## src/rtl/obi_master_pkg.sv

```systemverilog
// obi_master_pkg: shared types and limits for the pipelined OBI manager
package obi_master_pkg;
  typedef enum logic {A_IDLE = 1'b0, A_ADDR = 1'b1} a_state_e;
  localparam int unsigned MAX_OUTSTANDING_LIMIT = 16;
endpackage

```

## src/rtl/obi_rsp_reg.sv

```systemverilog
// obi_rsp_reg: one-entry valid/ready response buffer holding rdata and err
module obi_rsp_reg #(
  parameter int DATA_WIDTH = 32
) (
  input  logic                  clk_i,
  input  logic                  rst_ni,
  input  logic                  in_valid_i,
  output logic                  in_ready_o,
  input  logic [DATA_WIDTH-1:0] in_rdata_i,
  input  logic                  in_err_i,
  output logic                  out_valid_o,
  input  logic                  out_ready_i,
  output logic [DATA_WIDTH-1:0] out_rdata_o,
  output logic                  out_err_o
);
  logic                  vld_q, vld_d;
  logic [DATA_WIDTH-1:0] rdata_q, rdata_d;
  logic                  err_q, err_d;
  logic                  fire;

  // accept a new entry whenever empty or being drained this cycle
  always_comb begin
    in_ready_o  = !vld_q || out_ready_i;
    fire        = in_valid_i && in_ready_o;
    vld_d       = fire ? 1'b1 : (out_ready_i ? 1'b0 : vld_q);
    rdata_d     = fire ? in_rdata_i : rdata_q;
    err_d       = fire ? in_err_i : err_q;
    out_valid_o = vld_q;
    out_rdata_o = rdata_q;
    out_err_o   = err_q;
  end

  // entry storage
  always_ff @(posedge clk_i or negedge rst_ni) begin
    if (!rst_ni) begin
      vld_q   <= 1'b0;
      rdata_q <= '0;
      err_q   <= 1'b0;
    end else begin
      vld_q   <= vld_d;
      rdata_q <= rdata_d;
      err_q   <= err_d;
    end
  end
endmodule

```

## src/rtl/obi_master_pipelined.sv

```systemverilog
// obi_master_pipelined: OBI manager keeping several transfers in flight with in-order responses
module obi_master_pipelined
  import obi_master_pkg::*;
#(
  parameter int ADDR_WIDTH      = 32,
  parameter int DATA_WIDTH      = 32,
  parameter int MAX_OUTSTANDING = 4,
  parameter int ERR_CNT_WIDTH   = 8
) (
  input  logic                                 clk_i,
  input  logic                                 reset_ni,
  input  logic                                 ctrl_req_i,
  output logic                                 ctrl_gnt_o,
  input  logic                                 ctrl_we_i,
  input  logic [DATA_WIDTH/8-1:0]              ctrl_be_i,
  input  logic [ADDR_WIDTH-1:0]                ctrl_addr_i,
  input  logic [DATA_WIDTH-1:0]                ctrl_wdata_i,
  output logic                                 ctrl_rvalid_o,
  input  logic                                 ctrl_rready_i,
  output logic [DATA_WIDTH-1:0]                ctrl_rdata_o,
  output logic                                 ctrl_err_o,
  output logic                                 obi_req_o,
  input  logic                                 obi_gnt_i,
  output logic [ADDR_WIDTH-1:0]                obi_addr_o,
  output logic                                 obi_we_o,
  output logic [DATA_WIDTH/8-1:0]              obi_be_o,
  output logic [DATA_WIDTH-1:0]                obi_wdata_o,
  input  logic                                 obi_rvalid_i,
  output logic                                 obi_rready_o,
  input  logic [DATA_WIDTH-1:0]                obi_rdata_i,
  input  logic                                 obi_err_i,
  output logic [$clog2(MAX_OUTSTANDING+1)-1:0] outstanding_o,
  output logic [ERR_CNT_WIDTH-1:0]             err_cnt_o,
  output logic                                 proto_err_o
);
  localparam int BW = DATA_WIDTH / 8;
  localparam int SW = $clog2(MAX_OUTSTANDING + 1);

  typedef struct packed {
    logic [ADDR_WIDTH-1:0] addr;
    logic                  we;
    logic [BW-1:0]         be;
    logic [DATA_WIDTH-1:0] wdata;
  } a_chan_t;

  typedef struct packed {
    logic [DATA_WIDTH-1:0] rdata;
    logic                  err;
  } r_chan_t;

  if (MAX_OUTSTANDING < 1 || MAX_OUTSTANDING > MAX_OUTSTANDING_LIMIT) begin : g_bad_max
    $error("MAX_OUTSTANDING out of range");
  end

  a_state_e                 a_state_q, a_state_d;
  a_chan_t                  a_q, a_d;
  logic [SW-1:0]            slots_q, slots_d, issued, push_idx;
  logic [MAX_OUTSTANDING-1:0] we_q, we_d, we_pop;
  logic [ERR_CNT_WIDTH-1:0] err_cnt_q, err_cnt_d;
  logic                     proto_err_q, proto_err_d;
  logic                     a_vld, accept, a_hs, r_in_vld, r_in_rdy, r_hs;
  r_chan_t                  r_in;

  // handshake decisions; gnt and rready are forced low while reset is held
  always_comb begin
    a_vld        = a_state_q == A_ADDR;
    issued       = slots_q - SW'(a_vld);
    ctrl_gnt_o   = reset_ni && (slots_q < SW'(MAX_OUTSTANDING)) && (!a_vld || obi_gnt_i);
    accept       = ctrl_req_i && ctrl_gnt_o;
    a_hs         = a_vld && obi_gnt_i;
    r_in_vld     = obi_rvalid_i && (issued != '0);
    obi_rready_o = reset_ni && r_in_rdy;
    r_hs         = r_in_vld && obi_rready_o;
    r_in.rdata   = we_q[0] ? '0 : obi_rdata_i;
    r_in.err     = obi_err_i;
  end

  // A-phase next state: a new accept keeps the request up, a grant alone retires it
  always_comb begin
    a_state_d = accept ? A_ADDR : (a_hs ? A_IDLE : a_state_q);
  end

  // A-phase outputs straight from the A-register so they hold while stalled
  always_comb begin
    obi_req_o   = a_vld;
    obi_addr_o  = a_q.addr;
    obi_we_o    = a_q.we;
    obi_be_o    = a_q.be;
    obi_wdata_o = a_q.wdata;
  end

  // A-register load, slot count, in-order write-flag queue, error tracking
  always_comb begin
    a_d         = accept ? a_chan_t'{addr: ctrl_addr_i, we: ctrl_we_i, be: ctrl_be_i,
                                     wdata: ctrl_wdata_i} : a_q;
    slots_d     = slots_q + SW'(accept) - SW'(r_hs);
    we_pop      = r_hs ? we_q >> 1 : we_q;
    push_idx    = issued - SW'(r_hs);
    we_d        = a_hs ? (we_pop & ~(MAX_OUTSTANDING'(1) << push_idx)) |
                         (MAX_OUTSTANDING'(a_q.we) << push_idx) : we_pop;
    err_cnt_d   = (r_hs && obi_err_i && err_cnt_q != '1) ? err_cnt_q + ERR_CNT_WIDTH'(1) : err_cnt_q;
    proto_err_d = proto_err_q || (obi_rvalid_i && issued == '0);
  end

  // state register
  always_ff @(posedge clk_i or negedge reset_ni) begin
    if (!reset_ni) begin
      a_state_q   <= A_IDLE;
      a_q         <= '0;
      slots_q     <= '0;
      we_q        <= '0;
      err_cnt_q   <= '0;
      proto_err_q <= 1'b0;
    end else begin
      a_state_q   <= a_state_d;
      a_q         <= a_d;
      slots_q     <= slots_d;
      we_q        <= we_d;
      err_cnt_q   <= err_cnt_d;
      proto_err_q <= proto_err_d;
    end
  end

  assign outstanding_o = slots_q;
  assign err_cnt_o     = err_cnt_q;
  assign proto_err_o   = proto_err_q;

  obi_rsp_reg #(.DATA_WIDTH(DATA_WIDTH)) u_rsp (
    .clk_i       (clk_i),
    .rst_ni      (reset_ni),
    .in_valid_i  (r_in_vld),
    .in_ready_o  (r_in_rdy),
    .in_rdata_i  (r_in.rdata),
    .in_err_i    (r_in.err),
    .out_valid_o (ctrl_rvalid_o),
    .out_ready_i (ctrl_rready_i),
    .out_rdata_o (ctrl_rdata_o),
    .out_err_o   (ctrl_err_o)
  );
endmodule

```

## config.mk

```make
export PLATFORM = sky130hd
export DESIGN_NAME = obi_master_pipelined
export DESIGN_NICKNAME = d
export VERILOG_FILES = /design/src/rtl/obi_master_pkg.sv /design/src/rtl/obi_rsp_reg.sv /design/src/rtl/obi_master_pipelined.sv
export SDC_FILE = /design/constraint.sdc
export NUM_CORES = 1
export LEC_CHECK = 0
export BUFFER_PORTS_ARGS = -buffer_cell sky130_fd_sc_hd__buf_2
export CAP_MARGIN = 20
export CORE_MARGIN = 2
export CORE_UTILIZATION = 47
export CTS_BUF_LIST = sky130_fd_sc_hd__clkbuf_16
export DETAILED_ROUTE_END_ITERATION = 12
export HOLD_SLACK_MARGIN = 0.1
export PLACE_DENSITY = 0.79
export SETUP_SLACK_MARGIN = 0.1
export SLEW_MARGIN = 20
export SYNTH_ARGS = -nofsm -noshare
export SYNTH_HDL_FRONTEND = slang
export SYNTH_HIERARCHICAL = 1
export SYNTH_SLANG_ARGS = --single-unit
```

## constraint.sdc

```tcl
create_clock -name clk_i -period 3.7 [get_ports clk_i]
set_input_delay 0.74 -clock clk_i [delete_from_list [all_inputs] [get_ports clk_i]]
set_output_delay 0.74 -clock clk_i [all_outputs]
set_load 0.1 [all_outputs]
```

-- Word level (Yosys, flattened, before mapping)
Cells that the tools add are included.
- input bits: 108
- register bits: 120
- equal/unequal tests: 1
- reductions and logical operators: 20
- bitwise operators: 3
- order comparisons: 1
- $add $sub $neg: 5
- shift-type cells: 2
- mux-type cells: 7
- operators with widths (operator ; count):
    $mux W32 ; 1
    $logic_and A1 B1 Y1 ; 11
    $sub A3 B1 Y3 ; 3
    $add A8 B1 Y8 const B ; 1
    $mux W4 ; 2
    $ne A8 B8 Y1 const B ; 1
    $and A4 B4 Y4 ; 1
    $mux W1 ; 4
    $not A4 Y4 ; 1
    $or A4 B4 Y4 ; 1
    $reduce_bool A2 Y1 ; 2
    $shl A1 B3 Y4 ; 1
    $shl A1 B3 Y4 const A ; 1
    $add A3 B1 Y3 ; 1
    $logic_not A3 Y1 ; 1
    $logic_or A1 B1 Y1 ; 3
    $lt A3 B3 Y1 const B ; 1
    $reduce_bool A3 Y1 ; 1
    $logic_not A1 Y1 ; 2

-- Longest topological paths before layout
Gate-level depths: netlist of run 1.
- depth in word-level cells: 10
- depth in mapped cells: 12

-- Hierarchy
Netlist of run 1, hierarchy kept.
- by module, submodules not included (module ; instances ; area each (um^2) ; cells each):
    obi_master_pipelined ; 1 ; 3718.6 ; 263
    obi_rsp_reg ; 1 ; 1427.6 ; 73

-- Worst setup path after synthesis of run 1
No wires, ideal clock.
- kind: register to register
- start: register a_state_q, in the netlist obi_req_o
- end: register slots_q[2], in the netlist outstanding_o[2]
- arrival time: 4109 ps
- clock period less this slack: 4270 ps
- setup slack: -570 ps
- library setup time: 162 ps
- required time: 3538 ps
- stages on the path, launching flop included: 12
- cells stage by stage: dfrtp_1 nor2b_1 nor3b_2 nand2_1 buf_2 ha_1 inv_1 ha_1 inv_1 fa_1 xnor2_1 xnor2_1
- longest elaborated chain between the ends: 6
- elaborated cells between the ends (all ways): 10
- those cells by class: add/sub: 3; reduce/logical: 7
- RTL lines (item ; line ; source):
    start, declared ; obi_master_pipelined.sv:55 ; a_state_e a_state_q, a_state_d;
    start signal, assigned ; obi_master_pipelined.sv:115 ; a_state_q <= a_state_d;
    $logic_not A1 Y1 ; obi_master_pipelined.sv:68 ; ctrl_gnt_o = reset_ni && (slots_q < SW'(MAX_OUTSTANDING)) && (!a_vld || obi_gnt_i);
    $logic_or A1 B1 Y1 ; obi_master_pipelined.sv:68 ;
    $logic_and A1 B1 Y1 ; obi_master_pipelined.sv:68 ;
    named net ctrl_gnt_o ; obi_master_pipelined.sv:13 ; output logic ctrl_gnt_o,
    $logic_and A1 B1 Y1 ; obi_master_pipelined.sv:69 ; accept = ctrl_req_i && ctrl_gnt_o;
    $add A3 B1 Y3 ; obi_master_pipelined.sv:96 ; slots_d = slots_q + SW'(accept) - SW'(r_hs);
    $sub A3 B1 Y3 ; obi_master_pipelined.sv:96 ;
    named net slots_d[2] ; obi_master_pipelined.sv:57 ; logic [SW-1:0] slots_q, slots_d, issued, push_idx;
    end signal, assigned ; obi_master_pipelined.sv:117 ; slots_q <= slots_d;
    end, declared ; obi_master_pipelined.sv:57 ;
The timed path passes the listed nets, and every way through them passes these cells.
A chain may end at the register's enable or synchronous reset.

-- Worst setup path after layout of run 1
- start: register a_state_q, in the netlist obi_req_o
- end: register we_q[1]
- longest elaborated chain between the ends: 10
- elaborated cells between the ends (all ways): 13
- those cells by class: add/sub: 2; shift: 2; mux: 2; bitwise: 3; reduce/logical: 4
- RTL lines (item ; line ; source):
    $sub A3 B1 Y3 ; obi_master_pipelined.sv:67 ; issued = slots_q - SW'(a_vld);
    $reduce_bool A3 Y1 ; obi_master_pipelined.sv:71 ; r_in_vld = obi_rvalid_i && (issued != '0);
    $logic_and A1 B1 Y1 ; obi_master_pipelined.sv:71 ;
    $logic_and A1 B1 Y1 ; obi_master_pipelined.sv:73 ; r_hs = r_in_vld && obi_rready_o;
    $sub A3 B1 Y3 ; obi_master_pipelined.sv:98 ; push_idx = issued - SW'(r_hs);
    $shl A1 B3 Y4 ; obi_master_pipelined.sv:99 ; we_d = a_hs ? (we_pop & ~(MAX_OUTSTANDING'(1) << push_idx)) |
    $not A4 Y4 ; obi_master_pipelined.sv:99 ;
    $and A4 B4 Y4 ; obi_master_pipelined.sv:99 ;
    $or A4 B4 Y4 ; obi_master_pipelined.sv:99 ;
    $mux W4 (*) ; obi_master_pipelined.sv:99 ;
    named net we_d[1] ; obi_master_pipelined.sv:58 ; logic [MAX_OUTSTANDING-1:0] we_q, we_d, we_pop;
    end signal, assigned ; obi_master_pipelined.sv:118 ; we_q <= we_d;
    end, declared ; obi_master_pipelined.sv:58 ;
Mark *: on every way through the listed nets, which the timed path passes. The rest lies on a longest branch.

==> impl_metrics.yaml, run 1 <==
setup_path:
  cp-startpoint: "obi_req_o$_DFFE_PN0P_"
  timing.rr.start: "obi_req_o$_DFFE_PN0P_"
  rrSetupSlack_ns: 0.90
  max_stage_delay_ns: 0.41
  startpoint_type: "flip-flop"
  rr_endpoint: "we_q[1]$_DFF_PN0_"
  endpoint_kind: "flip-flop"
  crit_end: "we_q[1]$_DFF_PN0_"
  critPathMaxFanout: 6
  cp_data_arrival_time_ns: 3.08
  cpMostUsedCell: "ha_1"
  crit_chain: "ha_1 > ha_1 > xnor2_2 > a31oi_2 > ha_1 > ha_1 > xnor2_1 > nor4b_1 > mux2_2"
  worstPathRequired_ns: 3.98
  r2r_cells: 9
  slowest_stage: "dfrtp_2"
  critPathKind: "flip-flop to flip-flop"
floorplanning:
  die_w_um: 108.6
  core_area_um2: 10750
  die_h_um: 108.6
  dieArea_um2: 11800
  start_util_pct: 47.89
  rows: 38
  ioPinCount: 226
synth:
  syn-num-nets: 452
  yosysWarnings: 6
  synth_area_um2: 5146
  ys_top_cells_by_area: "dfrtp_1, mux2_2, mux2_4"
  synth.avg_cell_area_um2: 15.32
  synth_top_cell_area_share_pct: 58.35
  synth_seq_cells: 120
  netlist_instances: 336
  synthDistinctLibCells: 32
  synth_top_area_cell: "dfrtp_1"
  seq_area_frac_synth_pct: 58.35
route:
  drtAntennaViolNets: 0
  vias: 3489
  firstDrtPassIters: 6
  drt-vias-per-instance: 4.832
  wire_per_inst_um: 15.67
  drtIter0Drc: 106
  routed_wl_mm: 11.32
  drc: 0
timing:
  fin_tns_setup_ns: 0
  clock_skew_ns: 0.007190
  rsz0062_at_grt: "false"
  fmax_ghz: 0.3576
  relSlewSlack_pct: 28.91
  post-route-period-util_pct: 75.57
  finalMaxSlewViolations: 0
  hold_viol: 0
  whs_ns: 0.1503
  worst_pin_slew_ns: 1.066
  setup_violations: 0
  layout_min_cycle_time_ns: 2.796
placement:
  gp_congestion: 0.7637
  dpl_cell_area_um2: 6377
  place.port_buffers: 225
  dp_hpwl_mm: 8.145
final_layout:
  fillers: 831
  syn_to_final_growth_pct: 34.50
  final_layout_size_suffix_gt1_share_pct: 64.20
  final_cell_mix: "buf_2, dfrtp_1, mux2_2"
  fin_area_um2: 6922
  nNetsFinal: 686
  final_common_cell: "buf_2"
clock_network:
  cts_tree: "yes"
  cts.clk_slew.worst_paths_ns: 0.05
  post_cts_buffers: 0
  h-tree-depth: 4
  cts_hold_buf: 0
  cts_resized: 0
  ctsRootBufferMaster: "clkbuf_16"
  ctsLongestPathBuffers: 2
  numCtsBuffers: 17
  insertion_delay_ns: 0.41
  cts_num_sinks: 120
grt:
  grt.overflow.total: 0
  grt_pass1_vias: 3635
  grt_max_degree: 71
  grt_usage_pct: 19.61
  antenna_found_initial: 1
  grt_pass1_wl_mm: 17.42
status:
  status: "finished clean"
flow_run:
  cap_violations: 0
hold_path:
  worstHoldPathType: "input pin to async pin"
## final cells by class
| type | instances | area [um^2] | share of cell area (%) |
|---|---|---|---|
| Antenna cell | 1 | 2.502 | 0.03615 |
| Clock buffer | 17 | 425.4 | 6.146 |
| Clock inverter | 13 | 116.4 | 1.681 |
| Inverter | 5 | 18.77 | 0.2711 |
| Multi-Input combinational cell | 198 | 2027 | 29.28 |
| Sequential cell | 120 | 3005 | 43.42 |
| Tap cell | 140 | 175.2 | 2.531 |
| Timing Repair Buffer | 228 | 1151 | 16.63 |
## cell usage after synthesis
library cell,count
buf_12,3
mux2_2,79
buf_2,7
and3_2,1
nor3b_1,1
nor3_1,4
dfrtp_1,120
nor3b_2,1
nand2_1,6
nor2_1,1
xnor2_1,4
nand2b_1,1
nor4_1,4
nand3_1,3
a21o_1,1
nand4_1,2
clkbuf_1,3
a31o_4,1
ha_1,7
nor4b_1,2
or2b_1,1
nand2_4,1
fa_1,1
nand2b_4,1
xor2_1,6
xnor2_2,1
mux2_4,31
inv_1,5
and2_1,1
or2_1,1
nor2b_1,35
a31oi_2,1
## per-layer routing
| layer | GRT usage [%] | vias to the layer above | part of all wire, % |
|---|---|---|---|
| met1 | 22.04 | 1700 | 40 |
| li1 | - | 1634 | - |
| met4 | 10.90 | 0 | 2.6 |
| met5 | 0 | - | 0 |
| met3 | 7.651 | 22 | 7.6 |
| met2 | 32.01 | 133 | 50 |
## worst max-delay path, delay by kind of cell (launching register included)
kind                       cells  cell delay [ns]
DFF                            1             0.41
xor gates and xnor gates       2             0.47
and+or+nand+nor                1             0.35
adders and majority gates      4             0.86
muxes                          1             0.37
AOI/OAI and AO/OA              1             0.22
## through the flow
step | std cells | worst slack (ns) | utilization, %
6_report | 722 | 0.9039 | 64.42
5_1_grt | 722 | 0.7508 | 64.42
4_1_cts | 721 | 0.9105 | 64.39
2_1_floorplan | 336 | 0.1848 | -
3_3_place_gp | 691 | 1.002 | 59.35
3_5_place_dp | 691 | 0.9253 | 59.35
## registers in the layout (all words and copies together) (netlist names)
| name | count |
|---|---|
| obi_addr_o | 32 |
| obi_wdata_o | 32 |
| u_rsp/out_rdata_o | 32 |
| err_cnt_o | 8 |
| obi_be_o | 4 |
| we_q | 4 |
| outstanding_o | 3 |
| obi_req_o | 1 |
| obi_we_o | 1 |
| proto_err_o | 1 |
| u_rsp/out_err_o | 1 |
| u_rsp/out_valid_o | 1 |
## logic make-up (layout without fill, tap and decap cells)
logic type / count (synthesis) / in the layout / share of synthesized area (%)
simple gates: 66 / 66 / 8.048
flops: 120 / 120 / 58.35
buf+inv: 18 / 263 / 2.431
mux: 110 / 110 / 26.33
compound gates: 3 / 3 / 0.7295
xor+xnor: 11 / 11 / 2.018
other cells: 0 / 1 / 0
fa+ha+maj: 8 / 8 / 2.091
## worst min-delay path by stage
stage | startpoint | cells past startpoint | end | slack (ns)
detailed placement | proto_err_o$_DFF_PN0_ | 1 | proto_err_o$_DFF_PN0_ | 0.46
finish | reset_ni | 1 | outstanding_o[0]$_DFF_PN0_ | 0.15
global route | reset_ni | 1 | outstanding_o[1]$_DFF_PN0_ | 0.13
floorplan | reset_ni | 0 | err_cnt_o[0]$_DFFE_PN0P_ | 0.44
CTS | reset_ni | 1 | outstanding_o[1]$_DFF_PN0_ | 0.13
global placement | proto_err_o$_DFF_PN0_ | 1 | proto_err_o$_DFF_PN0_ | 0.45
Power of run 1 is not shown: default switching activity piles up to over one toggle a cycle in this logic, so the estimate is an artifact.
==> run 2: changes to the inputs <==
==> constraint.sdc (replaced) <==
create_clock -name clk_i -period 2.9 [get_ports clk_i]
set_input_delay 0.58 -clock clk_i [delete_from_list [all_inputs] [get_ports clk_i]]
set_output_delay 0.58 -clock clk_i [all_outputs]
set_load 0.1 [all_outputs]
==> impl_metrics.yaml, run 2 (synthesis gave the netlist of run 1 again) <==
status:
  status: "finished clean"
floorplanning:
  die_h_um: 108.6
  ioPinCount: 226
  dieArea_um2: 11800
  rows: 38
  die_w_um: 108.6
  start_util_pct: 47.89
  core_area_um2: 10750
final_layout:
  antennaDiodeCount: 0
  final_layout_size_suffix_gt1_share_pct: 66.95
  nNetsFinal: 687
  multi_input_area_um2: 2118
  fin_area_um2: 7173
  final_common_cell: "buf_2"
  seq_area_um2: 3015
  instances_no_fill: 724
  final_cell_mix: "buf_2, dfrtp_1, mux2_2"
  syn_to_final_growth_pct: 39.39
  fillers: 780
clock_network:
  cts_num_sinks: 120
  ctsRootBufferMaster: "clkbuf_16"
  numCtsBuffers: 17
  ctsLongestPathBuffers: 2
  post_cts_buffers: 0
  h-tree-depth: 4
  cts_hold_buf: 0
  cts_resized: 0
  cts.clk_slew.worst_paths_ns: 0.05
  insertion_delay_ns: 0.41
  cts_tree: "yes"
setup_path:
  critPathMaxFanout: 4
  worstPathRequired_ns: 3.19
  cp_data_arrival_time_ns: 2.95
  crit_chain: "ha_1 > ha_4 > xnor2_4 > a31oi_4 > ha_2 > ha_1 > xnor2_2 > nor4b_2 > mux2_2"
  startpoint_type: "flip-flop"
  max_stage_delay_ns: 0.48
  endpoint_kind: "flip-flop"
  critPathKind: "flip-flop to flip-flop"
  crit_buf_inv: 0
  cpMostUsedCell: "ha_1"
  slowest_stage: "dfrtp_4"
  critPathTopFamily: "adder cells"
grt:
  antenna_found_initial: 0
  grt.overflow.total: 0
  grt_usage_pct: 19.51
  grt_max_degree: 73
  grt_pass1_vias: 3643
  grt_pass1_wl_mm: 17.44
route:
  drt-vias-per-instance: 4.866
  drtAntennaViolNets: 0
  wire_per_inst_um: 15.59
  drtIter0Drc: 136
  drc: 0
  firstDrtPassIters: 4
  vias: 3523
  routed_wl_mm: 11.28
timing:
  relSlewSlack_pct: 28.12
  hold_viol: 0
  fmax_ghz: 0.3759
  finalMaxSlewViolations: 0
  worst_pin_slew_ns: 1.078
  layout_min_cycle_time_ns: 2.660
  post-route-period-util_pct: 91.73
  rsz0062_at_grt: "false"
  setup_violations: 0
  fin_tns_setup_ns: 0
  clock_skew_ns: 0.004148
flow_run:
  cap_violations: 0
placement:
  gp_congestion: 0.7276
  dp_hpwl_mm: 8.138
  place.port_buffers: 225
  dp.cells: 692
  dpl_cell_area_um2: 6516
hold_path:
  worstHoldPathType: "input pin to async pin"
run 2: changes by cell type in the layout (fill, tap and decap cells not counted), moves of 3 or more:
cell / previous run / this run
dfrtp_4: 0 / 3
bufinv_16: 2 / 6
ha_1: 7 / 3
inv_1: 7 / 3
ha_4: 0 / 3
run 2: area by class of cell:
type | count | share of cell area (%)
clock buffers | 17 | 5.931
multi-input cells | 198 | 29.53
flip-flops and latches | 120 | 42.04
well taps | 140 | 2.442
inverters | 5 | 0.2616
clock inverters | 15 | 3.227
repair buffers | 229 | 16.57
run 2: final timing paths:
kind	endpoint	slack, ns	depth (start not counted)	startpoint
max in group asynchronous	obi_req_o$_DFFE_PN0P_	1.79	2	reset_ni
worst max register to register	we_q[2]$_DFF_PN0_	0.24	9	obi_req_o$_DFFE_PN0P_
worst min-delay path	u_rsp/out_valid_o$_DFFE_PN0P_	0.31	2	reset_ni
worst min register to register	proto_err_o$_DFF_PN0_	0.48	1	proto_err_o$_DFF_PN0_
min in group clk_i	obi_addr_o[4]$_DFFE_PN0P_	0.40	2	ctrl_addr_i[4]
worst max-delay path	we_q[2]$_DFF_PN0_	0.24	9	obi_req_o$_DFFE_PN0P_
run 2: metrics by stage:
stage                     hold slack [ns]  utilization [%]  setup WS (ns)
after floorplan                    0.2844                -        -0.3507
after global placement             0.4387            60.64         0.2914
after detailed placement           0.4595            60.64         0.2267
after CTS                          0.3381            66.76         0.2145
after global routing               0.3670            66.76         0.1112
final                              0.3136            66.76         0.2397
run 2: per-layer routing:
| layer | vias to the layer above | GRT usage [%] | routed length, um |
|---|---|---|---|
| li1 | 1636 | - | - |
| met1 | 1706 | 21.59 | 4391 |
| met2 | 162 | 31.70 | 5424 |
| met3 | 19 | 9.444 | 1265 |
| met4 | 0 | 9.066 | 202 |
| met5 | - | 0 | 0 |
Power of run 2 is left out for the same reason.
==> run 3: changes to the inputs <==
--- a/config.mk
+++ b/config.mk
@@ -13,6 +13,7 @@
 export DETAILED_ROUTE_END_ITERATION = 12
 export HOLD_SLACK_MARGIN = 0.1
 export PLACE_DENSITY = 0.79
+export REMOVE_ABC_BUFFERS = 1
 export SETUP_SLACK_MARGIN = 0.1
 export SLEW_MARGIN = 20
 export SYNTH_ARGS = -nofsm -noshare
==> impl_metrics.yaml, run 3 (synthesis gave the netlist of run 1 again) <==
floorplanning:
  rows: 38
  die_h_um: 108.6
  core_area_um2: 10750
  start_util_pct: 47.89
  die_w_um: 108.6
  ioPinCount: 226
  dieArea_um2: 11800
timing:
  post-route-period-util_pct: 87.83
  layout_min_cycle_time_ns: 2.547
  relSlewSlack_pct: 30.49
  worst_pin_slew_ns: 1.043
  hold_viol: 0
  finalMaxSlewViolations: 0
  fmax_ghz: 0.3926
  clock_skew_ns: 0.008742
  whs_ns: 0.3225
  setup_violations: 0
  rsz0062_at_grt: "false"
placement:
  gp_congestion: 0.8015
  dp.cells: 692
  dp_hpwl_mm: 8.225
  dpl_cell_area_um2: 6406
  place.port_buffers: 225
clock_network:
  cts_num_sinks: 120
  numCtsBuffers: 17
  cts.clk_slew.worst_paths_ns: 0.06
  cts_tree: "yes"
  ctsRootBufferMaster: "clkbuf_16"
  insertion_delay_ns: 0.40
  h-tree-depth: 4
  ctsLongestPathBuffers: 2
final_layout:
  nNetsFinal: 689
  fillers: 818
  final_cell_mix: "buf_2, dfrtp_1, mux2_2"
  final_common_cell: "buf_2"
  syn_to_final_growth_pct: 36.30
  seq_area_um2: 3003
  antennaDiodeCount: 0
  multi_input_area_um2: 2033
  instances_no_fill: 726
  fin_area_um2: 7014
  final_layout_size_suffix_gt1_share_pct: 65.02
grt:
  grt_pass1_wl_mm: 17.04
  grt_pass1_vias: 3421
  grt.overflow.total: 0
  grt_max_degree: 71
  grt_usage_pct: 18.89
  antenna_found_initial: 0
route:
  wire_per_inst_um: 15.67
  drc: 0
  drt-vias-per-instance: 4.774
  vias: 3466
  firstDrtPassIters: 4
  routed_wl_mm: 11.38
  drtAntennaViolNets: 0
  drtIter0Drc: 80
setup_path:
  endpoint_kind: "flip-flop"
  critPathKind: "flip-flop to flip-flop"
  slowest_stage: "dfrtp_1"
  max_stage_delay_ns: 0.38
  critPathMaxFanout: 4
  rrSetupSlack_ns: 0.35
  cp_data_arrival_time_ns: 2.82
  crit_chain: "inv_1 > ha_1 > ha_1 > a31oi_2 > ha_1 > ha_1 > xnor2_1 > nor4b_2 > mux2_2"
  timing.rr.start: "outstanding_o[0]$_DFF_PN0_"
  cpMostUsedCell: "ha_1"
  startpoint_type: "flip-flop"
  rr_endpoint: "we_q[2]$_DFF_PN0_"
  r2r_cells: 9
  worstPathRequired_ns: 3.18
flow_run:
  cap_violations: 0
status:
  status: "finished clean"
hold_path:
  worstHoldPathType: "input pin to async pin"
-- run 3: changes by cell type in the layout (fill, tap and decap cells not counted), sizes merged --
cell and delta:
bufinv -4, clkinv +2, dlygate4sd3 +1, buf +1
inv +2
-- run 3: worst max-delay path: cells and delay by family, from the launching register on --
kind	cells	cell delay, ns
AND/OR/NAND/NOR	1	0.32
flip-flops	1	0.38
adder cells (fa/ha/maj)	4	0.94
XOR/XNOR	1	0.21
buffers and inverters	1	0.06
AO/OA/AOI/OAI	1	0.15
multiplexers	1	0.37
-- run 3: repair_timing --
item / in CTS / in global routing
setup buffers: 0 / 1
hold endpoints to repair: 4 / 0
gates resized for setup: 0 / 2
endpoints found under the setup margin: 0 / 3
hold buffers: 1 / 0
-- run 3: layer usage --
metal	global-route usage [%]	part of all wire, %	vias to the layer above
met5	0	0	-
met4	6.136	1.3	0
met3	5.798	7.1	13
met2	31.12	50	138
met1	23.87	42	1667
li1	-	-	1648
-- run 3: cell type report --
class / instances / share of cell area [%]
sequential: 120 / 42.81
multi-input combinational: 198 / 28.99
inverter: 5 / 0.2676
clock inverter: 15 / 2.176
clock buffer: 17 / 6.065
tap: 140 / 2.497
timing repair buffer: 231 / 17.20
-- run 3: worst max-delay path by stage --
stage                                    start                    endpoint  slack, ns
floorplan                obi_req_o$_DFFE_PN0P_  outstanding_o[2]$_DFF_PN0_      -2.89
global placement         obi_req_o$_DFFE_PN0P_           we_q[2]$_DFF_PN0_       0.29
detailed placement  outstanding_o[0]$_DFF_PN0_           we_q[2]$_DFF_PN0_       0.18
CTS                 outstanding_o[0]$_DFF_PN0_           we_q[2]$_DFF_PN0_       0.15
global route        outstanding_o[0]$_DFF_PN0_           we_q[2]$_DFF_PN0_       0.18
finish              outstanding_o[0]$_DFF_PN0_           we_q[2]$_DFF_PN0_       0.35
-- run 3: metrics by stage --
stage	TNS, ns	worst slack [ns]	util, %
5_1_grt	0	0.1776	65.28
3_3_place_gp	0	0.2900	59.62
4_1_cts	0	0.1515	65.09
2_1_floorplan	-141.30	-2.887	-
6_report	0	0.3529	65.28
3_5_place_dp	0	0.1794	59.62
Power of run 3 is left out for the same reason.
